==> config.mk <==
export PLATFORM = sky130hd
export DESIGN_NAME = branch_predictor
export DESIGN_NICKNAME = d
export VERILOG_FILES = /design/src/rtl/branch_predictor.sv
export SDC_FILE = /design/constraint.sdc
export NUM_CORES = 1
export LEC_CHECK = 0
export BUFFER_PORTS_ARGS = -buffer_cell sky130_fd_sc_hd__buf_2
export CAP_MARGIN = 20
export CELL_PAD_IN_SITES_DETAIL_PLACEMENT = 2
export CELL_PAD_IN_SITES_GLOBAL_PLACEMENT = 2
export CORE_ASPECT_RATIO = 0.8
export CORE_UTILIZATION = 31
export CTS_BUF_LIST = sky130_fd_sc_hd__clkbuf_8
export CTS_CLUSTER_DIAMETER = 150
export CTS_CLUSTER_SIZE = 12
export DETAILED_ROUTE_END_ITERATION = 16
export PLACE_DENSITY = 0.73
export RECOVER_POWER = 50
export SKIP_CTS_REPAIR_TIMING = 1
export SLEW_MARGIN = 5
export SYNTH_ARGS = -nofsm -noshare
export SYNTH_HDL_FRONTEND = slang
export SYNTH_SLANG_ARGS = --single-unit
==> constraint.sdc <==
create_clock -name clk -period 3.6 [get_ports clk]
set_input_delay 0.72 -clock clk [delete_from_list [all_inputs] [get_ports clk]]
set_output_delay 0.72 -clock clk [all_outputs]
set_load 0.1 [all_outputs]
==> src/rtl/branch_predictor.sv <==
// Two-bit saturating-counter branch predictor with CSR-visible perf counters.
// Define BRANCH_PRED_GSHARE_EN to hash global history into the table index.
module branch_predictor #(
    parameter int ENTRIES   = 32,
    parameter int HIST_BITS = 5
) (
    input  logic        clk,
    input  logic        rst,
    input  logic [31:0] pc_guess_i,
    input  logic        is_br_guess_i,
    input  logic        stall_i,
    output logic        br_taken_o,
    input  logic [31:0] pc_check_i,
    input  logic        is_br_check_i,
    input  logic        br_taken_check_i,
    input  logic        br_suc_i,
    input  logic        br_mispred_i,
    input  logic        flush_i,
    output logic [31:0] pred_count_o,
    output logic [31:0] mispred_count_o
);

    localparam int IDXW = $clog2(ENTRIES);

    logic [1:0]      table_q [ENTRIES];
    logic [1:0]      ctr_d;
    logic [IDXW-1:0] idx_g;
    logic [IDXW-1:0] idx_c;
    logic            resolve;
    logic            mispred;
    logic            actual;
    logic [31:0]     pred_count_q;
    logic [31:0]     pred_count_d;
    logic [31:0]     mispred_count_q;
    logic [31:0]     mispred_count_d;
    logic            unused_pc;

    // Both flags high counts as a mispredict.
    assign resolve = is_br_check_i & (br_suc_i | br_mispred_i);
    assign mispred = resolve & br_mispred_i;
    assign actual  = br_taken_check_i ^ mispred;

`ifdef BRANCH_PRED_GSHARE_EN
    logic [HIST_BITS-1:0] ghr_spec_q;
    logic [HIST_BITS-1:0] ghr_spec_d;
    logic [HIST_BITS-1:0] ghr_commit_q;
    logic [HIST_BITS-1:0] ghr_commit_d;

    always_comb begin
        ghr_commit_d = ghr_commit_q;
        if (resolve) begin
            ghr_commit_d = HIST_BITS'({ghr_commit_q, actual});
        end
        ghr_spec_d = ghr_spec_q;
        // Redirect wins over any wrong-path guess in the same cycle.
        if (mispred || flush_i) begin
            ghr_spec_d = ghr_commit_d;
        end else if (is_br_guess_i && !stall_i) begin
            ghr_spec_d = HIST_BITS'({ghr_spec_q, br_taken_o});
        end
    end

    always_ff @(posedge clk) begin
        if (rst) begin
            ghr_spec_q   <= '0;
            ghr_commit_q <= '0;
        end else begin
            ghr_spec_q   <= ghr_spec_d;
            ghr_commit_q <= ghr_commit_d;
        end
    end

    assign idx_g = pc_guess_i[IDXW+1:2] ^ IDXW'(ghr_spec_q);
    assign idx_c = pc_check_i[IDXW+1:2] ^ IDXW'(ghr_commit_q);
`else
    logic unused_cfg;

    assign idx_g      = pc_guess_i[IDXW+1:2];
    assign idx_c      = pc_check_i[IDXW+1:2];
    assign unused_cfg = flush_i ^ (HIST_BITS > 0);
`endif

    assign unused_pc = ^{pc_guess_i[31:IDXW+2], pc_guess_i[1:0],
                         pc_check_i[31:IDXW+2], pc_check_i[1:0]};

    // Read uses the registered table, so a same-cycle write is seen next cycle.
    assign br_taken_o = is_br_guess_i & table_q[idx_g][1];

    always_comb begin
        ctr_d = table_q[idx_c];
        if (actual && (ctr_d != 2'd3)) begin
            ctr_d = ctr_d + 2'd1;
        end else if (!actual && (ctr_d != 2'd0)) begin
            ctr_d = ctr_d - 2'd1;
        end
    end

    always_ff @(posedge clk) begin
        if (rst) begin
            for (int i = 0; i < ENTRIES; i++) begin
                table_q[i] <= 2'b01;
            end
        end else if (resolve) begin
            table_q[idx_c] <= ctr_d;
        end
    end

    assign pred_count_d    = pred_count_q + {31'd0, resolve};
    assign mispred_count_d = mispred_count_q + {31'd0, mispred};

    always_ff @(posedge clk) begin
        if (rst) begin
            pred_count_q    <= '0;
            mispred_count_q <= '0;
        end else begin
            pred_count_q    <= pred_count_d;
            mispred_count_q <= mispred_count_d;
        end
    end

    assign pred_count_o    = pred_count_q;
    assign mispred_count_o = mispred_count_q;

endmodule

---- Word level (Yosys, flattened, before mapping) ----
Memories as Yosys holds them, arrays and structs flattened.
Cells that the tools add are included.
word-level totals
  bits of input ports ..................... 73
  memories ................................ 1
  word-level logic and storage cells ...... 28
  output and inout port bits .............. 65
  bits in writable memories ............... 64
  register bits ........................... 64
cells by class
  reduce and logical (&&, ||, !) cells .... 5
  equality and inequality tests ........... 1
  add/subtract/negate cells ............... 4
  multiplexer cells ....................... 10
  bitwise gates (word level) .............. 5
memories
  name     words  width  read ports  clocked after Yosys merged registers in  write ports  RTL line  source
  table_q  32     2      2           0                                        32           25        logic [1:0] table_q [ENTRIES];
operator list
  operator                                                            number
  32-bit by 1-bit adder with 32-bit output                            2
  1-bit 2-to-1 mux                                                    6
  2-bit 2-to-1 mux                                                    3
  5-bit 2-to-1 mux                                                    1
  1-bit AND                                                           3
  2-bit by 1-bit adder with 2-bit output, second input constant       1
  1-bit logical AND                                                   2
  2-bit inequality test, second input constant                        1
  2-bit nonzero test                                                  1
  2-bit OR reduction                                                  1
  2-bit by 1-bit subtractor with 2-bit output, second input constant  1
  1-bit zero test                                                     1
  1-bit bitwise OR                                                    1
  1-bit bitwise XOR                                                   1

---- Depth between registers and ports, before layout ----
Gate-level depths: netlist of the first run.
  word-level depth ........................ 9
  mapped depth ............................ 15
  depth with buffers taken out ............ 10

---- Least setup slack after synthesis of the first run ----
No wires, ideal clock.
  kind .................................... input-to-reg
  from .................................... input pc_check_i[3]
  to ...................................... memory table_q[26][0], data pin
  required time ........................... 3.328 ns
  library setup time ...................... 0.272 ns
  stages on the path ...................... 13
  buffers on the path ..................... 4
  setup slack ............................. 0.002 ns
  data arrival time ....................... 3.326 ns
  cells stage by stage .................... buf_6 -> buf_6 -> buf_4 -> mux2i_1 -> o22ai_1 -> nor4_1 -> mux2_2 -> buf_6 -> inv_2 -> ha_1 -> mux2i_2 -> xor2_2 -> or4b_1
RTL lines
  item             RTL line  source
  start, declared  13        input logic [31:0] pc_check_i,
  end, declared    25

==> results of run 1 <==
worst max-delay path, delay by kind of cell:
family / cells / cell delay, ps
mux: 3 / 900
compound gates: 1 / 190
fa+ha+maj: 1 / 210
xor+xnor: 1 / 190
buf+inv: 5 / 810
simple gates: 2 / 370
kinds of logic after synthesis:
group	count (synthesis)
compound gates	99
flops	128
fa+ha+maj	6
xor+xnor	54
buf+inv	61
mux	50
simple gates	286
final timing paths:
| check | startpoint | endpoint | slack [ps] | cells after the start |
|---|---|---|---|---|
| worst min register to register | mispred_count_o[9]$_SDFF_PP0_ | mispred_count_o[9]$_SDFF_PP0_ | 520 | 2 |
| worst max-delay path | pc_check_i[3] | table_q[9][0]$_SDFFCE_PN1P_ | 330 | 13 |
| worst min-delay path | mispred_count_o[9]$_SDFF_PP0_ | mispred_count_o[9]$_SDFF_PP0_ | 520 | 2 |
| worst max register to register | table_q[19][1]$_SDFFCE_PN0P_ | table_q[9][0]$_SDFFCE_PN1P_ | 690 | 11 |
through the flow:
stage                     setup TNS (ps)  area [sq um]  hold WS [ps]  power, mW  setup slack [ps]
after global routing                   0          7750           552       3.58               156
after detailed placement            -611          7390           507       2.08             -67.5
final                                  0          7750           523       3.45               328
after floorplan                        0          6590           953       1.87              2.07
after CTS                              0          7830           530       3.49               366
after global placement                 0          7390           485       2.05              46.4
power groups by stage:
stage	registers, mW	clock network (mW)	logic (mW)
floorplan	1.61	0	0.263
global placement	1.59	0	0.461
detailed placement	1.59	0	0.485
CTS	1.56	1.44	0.487
global route	1.56	1.51	0.513
finish	1.56	1.41	0.482
Yosys cell counts (2+ instances only):
master,n
nand4_1,10
buf_6,5
edfxtp_1,64
dfxtp_1,64
a21oi_1,41
nor4_1,17
or3_1,12
buf_4,3
clkbuf_1,35
mux2i_1,37
xor2_1,9
buf_1,3
mux4_2,8
nor3_1,15
inv_1,12
mux2_2,4
xnor2_1,43
and2_1,3
ha_1,6
o21ai_0,40
nand2_1,69
nor2_1,93
o22ai_1,16
and4_1,8
nand3_1,27
nand3b_1,12
or3b_1,3
and3_1,4
nor4_4,2
nand4b_1,2
xor2_2,2
nor2b_1,7
sequential cells by signal (all words and copies together) (netlist names):
register,cells
mispred_count_o,32
pred_count_o,32
table_q,64
area by class of cell:
| type | instances | area, sq um | area share [%] |
|---|---|---|---|
| inverters | 14 | 52.6 | 0.678 |
| repair buffers | 111 | 596 | 7.69 |
| flip-flops and latches | 128 | 3200 | 41.3 |
| well taps | 269 | 337 | 4.34 |
| clock inverters | 13 | 183 | 2.36 |
| multi-input cells | 495 | 3120 | 40.2 |
| clock buffers | 19 | 262 | 3.37 |
cells in the final DEF (no fill, tap or decap), types with 7 or more instances in the layout:
cell type,n
a21oi_1,40
xor2_1,9
buf_2,25
or3_1,12
buf_4,22
nand2_1,69
nand4_1,10
nor3_1,15
o22ai_1,16
nor4_1,17
nand3b_1,12
mux4_2,8
edfxtp_1,64
nor2_1,93
mux2i_1,36
clkbuf_8,19
o21ai_0,40
nand3_1,27
clkbuf_1,60
nor2b_1,7
and4_1,8
dfxtp_1,64
inv_1,13
xnor2_1,43
layer usage:
| metal | routed length (um) | track usage [%] |
|---|---|---|
| met4 | 252 | 5.35 |
| met3 | 970 | 4.83 |
| met5 | 0 | 0 |
| met1 | 9370 | 25.9 |
| met2 | 10100 | 32.8 |
==> flow_summary.ini, run 1 <==
[route]
drt_wl_total_um = 20700
wl_per_cell_um = 19.8
antenna_left = 0
num_vias = 5522
via_per_inst = 5.26
drt_iter0_drc = 264
first_pass_iters = 4
remaining_drc_errors = 0

[floorplan]
rows = 47
dieArea_sq_mm = 0.0219
die_w_um = 165
start_util_pct = 31.8
coreArea_sq_mm = 0.0208
chipHeight_um = 132
io_pins = 138

[logic_synthesis]
synthCells = 684
syn-num-nets = 763
synthXorXnorAreaFrac_pct = 7.40
synth_compound_area_share_pct = 7.92
yosys-mux-area-fraction_pct = 9.24
yosys-top-cells-area = edfxtp_1 29%, dfxtp_1 19%, xnor2_1 5.7%
synth_top_family_by_area = simple AND/OR/NAND/NOR gates
synth_fa_ha_area_share_pct = 1.14
yosys_most_used_dff = edfxtp_1
synth_top_cell_by_area = edfxtp_1
syn_avg_cell_area_sq_um = 9.64
ys_ff_latch = 128
yosysSeqAreaShare_pct = 48.6
async_reset_ff_share_pct = 0
yosysWarnings = 0
synth_top_area_share_pct = 29.2
synth_area_sq_mm = 0.00659
synthSimpleGateAreaFrac_pct = 21.5
synth_edf_count = 64
synth_cell_types = 40

[sta]
min_period_ps = 3270
rsz0062_at_grt = false
fmax_ghz = 0.306
clock_skew_ps = 14.2
final_hold_viol_count = 0
slew_headroom_pct = -96.9
tightest_slew_ps = 2950
final-setup-viol-count = 0
maxSlewViolCount = 66
min_period_over_period_pct = 90.9

[global_routing]
grt_pass1_wl_um = 33200
antenna_found_initial = 0
grt_pass1_vias = 5978
grt_max_degree = 66
grtUsageTotal_pct = 19.9
grt_overflow = 0

[setup_path]
worstSetupStartpointType = primary input
crit_chain = buf_2 > buf_12 > mux2i_1 > o22ai_1 > nor4_1 > mux2_2 > inv_2 > ha_1 > mux2i_2 > buf_4 > xor2_2 > buf_12 > nand3_1
crit_type = primary input to register
critPathRequiredTime_ps = 3750
crit_path_end_kind = register
critPathMaxFanout = 19
cpMostUsedCell = buf_12
slowest_stage = mux2i_1
arrival_ps = 3420
cpPeakStageDelay_ps = 400

[layout]
n_antenna_cell = 0
nFillCells = 2328
areaGrowthSynthToFinish_pct = 17.6
drive_gt1_share_pct = 13.1
final_cells = 1049
final_util_pct = 37.3
fin_nets = 846

[power]
vdd_ir_drop_max_mv = 0.208
swShare_pct = 27.8
power_switching_mw = 0.960
p_seq_share_pct = 45.2
powerDensity_mw_per_mm2 = 445
pwr-share-clk_pct = 40.8
power_frac_comb_pct = 14.0
cell_internal_pwr_mw = 2.49
leakage_nw = 2.50

[clock_tree]
cts.clk_slew.worst_paths_ps = 80
cts_max_level = 4
root_buffer = clkbuf_8
clock-sinks = 128
clock_latency_ps = 450
clock_path_buffers = 2
numCtsBuffers = 17
cts_tree = done

[run_status]
violations = capacitance limit, slew limit
outcome = finished, violations left

[job]
maxCapViolCount = 1

[placement]
place_hpwl_um = 14500
place_congestion = 0.803
placedCellCount = 1017
port_buffers = 81

[min_path]
hold_class = register to register
Power figures use the tool's default switching activity.
==> inputs of run 2 (changes only) <==
--- a/config.mk
+++ b/config.mk
@@ -5,17 +5,18 @@
 export SDC_FILE = /design/constraint.sdc
 export NUM_CORES = 1
 export LEC_CHECK = 0
+export ABC_AREA = 1
 export BUFFER_PORTS_ARGS = -buffer_cell sky130_fd_sc_hd__buf_2
 export CAP_MARGIN = 20
 export CELL_PAD_IN_SITES_DETAIL_PLACEMENT = 2
 export CELL_PAD_IN_SITES_GLOBAL_PLACEMENT = 2
 export CORE_ASPECT_RATIO = 0.8
-export CORE_UTILIZATION = 31
+export CORE_UTILIZATION = 29
 export CTS_BUF_LIST = sky130_fd_sc_hd__clkbuf_8
 export CTS_CLUSTER_DIAMETER = 150
 export CTS_CLUSTER_SIZE = 12
 export DETAILED_ROUTE_END_ITERATION = 16
-export PLACE_DENSITY = 0.73
+export PLACE_DENSITY = 0.75
 export RECOVER_POWER = 50
 export SKIP_CTS_REPAIR_TIMING = 1
 export SLEW_MARGIN = 5
==> flow_summary.ini, run 2 <==
[floorplan]
start_util_pct = 29.7
dieArea_sq_mm = 0.0246
coreArea_sq_mm = 0.0235
die_w_um = 175
chipHeight_um = 141
io_pins = 138
rows = 50

[setup_path]
arrival_ps = 2320
crit_chain = buf_2 > inv_1 > o21ai_0 > o221ai_1 > nand3_1 > nand2_1 > nor2_1 > nor2_2 > buf_12
critPathRequiredTime_ps = 2880
slowest_stage = inv_1
critPathMaxFanout = 9
path_buf_inv = 3
crit_type = primary input to output pin
crit_path_end_kind = output pin
worstSetupStartpointType = primary input
cpPeakStageDelay_ps = 340
cp_top_family = buffers and inverters

[sta]
final_hold_viol_count = 0
final-setup-viol-count = 0
rsz0062_at_grt = false
maxSlewViolCount = 28
tightest_slew_ps = 1530
fmax_ghz = 0.329
fin_setup_tns_ps = 0
clock_skew_ps = 27.1
worst_slack_ps = 562
min_period_ps = 3040
slew_headroom_pct = -2.32
min_period_over_period_pct = 84.4

[clock_tree]
cts_tree = done
clock-sinks = 128
root_buffer = clkbuf_8
clock_path_buffers = 2
numCtsBuffers = 17
clock_latency_ps = 470
cts_max_level = 4
cts.clk_slew.worst_paths_ps = 90

[logic_synthesis]
yosysMostFrequentCell = nand2_1
synth_edf_count = 64
synth_commonest_cells = 271 x nand2_1, 142 x nor2_1, 125 x inv_1, 64 x dfxtp_1, 64 x edfxtp_1
syn-num-nets = 1039
synth_area_sq_mm = 0.00696
yosys_most_used_dff = edfxtp_1
syn_avg_cell_area_sq_um = 7.25
synth_cell_types = 38
synth_top_cell_by_area = edfxtp_1
yosys-top-cells-area = edfxtp_1 28%, dfxtp_1 18%, nand2_1 15%
synth_top_area_share_pct = 27.6
yosysWarnings = 0
ys_ff_latch = 128
async_reset_ff_share_pct = 0
synthCells = 960
yosysSeqAreaShare_pct = 46.0

[power]
vdd_ir_drop_max_mv = 0.217
powerDensity_mw_per_mm2 = 404
leakage_nw = 3.01

[route]
antenna_left = 0
first_pass_iters = 4
drt_wl_total_um = 24600
remaining_drc_errors = 0
num_vias = 6760
via_per_inst = 4.89
wl_per_cell_um = 17.8
drt_iter0_drc = 264

[global_routing]
grt_pass1_vias = 7139
grt_overflow = 0
antenna_found_initial = 0
grt_pass1_wl_um = 39100
grt_max_degree = 48
grtUsageTotal_pct = 20.7

[placement]
place_hpwl_um = 18200
dp_slack_ps = 247
place_congestion = 0.813
port_buffers = 81

[layout]
fin_nets = 1137
layout_common_cells = 271 x nand2_1, 144 x nor2_1, 125 x inv_1, 64 x dfxtp_1, 64 x edfxtp_1
final_common_cell = nand2_1
largest_reg_flops = 64
final_util_pct = 34.9
drive_gt1_share_pct = 10.1
n_antenna_cell = 0
areaGrowthSynthToFinish_pct = 17.6
largest-register = table_q

[run_status]
violations = capacitance limit, slew limit
outcome = finished, violations left

[min_path]
hold_class = register to register

[job]
maxCapViolCount = 1
## run 2: changes by cell type after synthesis, moves of 28 or more
cell     previous run  this run
nand2_1            69       271
inv_1              12       125
nor2_1             93       142
xnor2_1            43         3
mux2i_1            37         0
nand3_1            27        55
## run 2: worst reg2reg max path, cell delays in order, from the launching register on
cell and delay, ps:
edfxtp_1 430, nand2_1 100, nand2_1 50, nand2_1 60, nand2_1 100, nand2_1 90, nand2_1 80, nor2_1 160
nand2_2 110, ha_1 210, nor2_1 100, inv_1 60, or2_2 280, nand2_2 130, buf_12 180, nor2_1 80
## run 2: worst paths after layout
path	from	endpoint	slack, ps	cells after the start
min	pred_count_o[30]$_SDFF_PP0_	pred_count_o[30]$_SDFF_PP0_	480	2
min reg2reg	pred_count_o[30]$_SDFF_PP0_	pred_count_o[30]$_SDFF_PP0_	480	2
max reg2reg	table_q[14][1]$_SDFFCE_PN0P_	table_q[14][1]$_SDFFCE_PN0P_	1150	15
max	pc_guess_i[3]	br_taken_o	560	9
## run 2: final cells by class
cell class / count / area [sq um]
clock buffers: 17 / 234
repair buffers: 106 / 613
clock inverters: 15 / 159
flip-flops and latches: 128 / 3200
well taps: 312 / 390
inverters: 127 / 477
multi-input cells: 678 / 3110
fillers: 2837 / 15300
## run 2: per-stage QoR
step                      std cells  power [mW]  cell area [sq um]  hold slack [ps]
after global routing           1383        3.45               8180              530
after global placement         1351        2.04               7870              460
after CTS                      1383        3.35               8260              488
final                          1383        3.31               8180              484
after floorplan                 960        1.87               6960              856
after detailed placement       1351        2.06               7870              472
## run 2: metal layers
metal / share of wire (%) / global-route usage [%]
met1: 48 / 27.5
met2: 47 / 34.1
met3: 3.7 / 3.83
met4: 1.5 / 6.13
met5: 0 / 0
## run 2: power breakdown
part           switching, mW  leakage (nW)  internal [mW]
registers             0.0154          1.12           1.55
logic                  0.314          1.69          0.143
clock network          0.660         0.203          0.624
## run 2: kinds of logic (layout without fill, tap and decap cells)
group	Yosys count	count (layout)	share of synthesized area [%]
AOI/OAI and AO/OA	94	94	7.32
xor gates and xnor gates	12	12	1.51
adders and majority gates	6	6	1.08
buffers and inverters	154	265	9.28
DFF	128	128	46.0
and+or+nand+nor	566	566	34.8
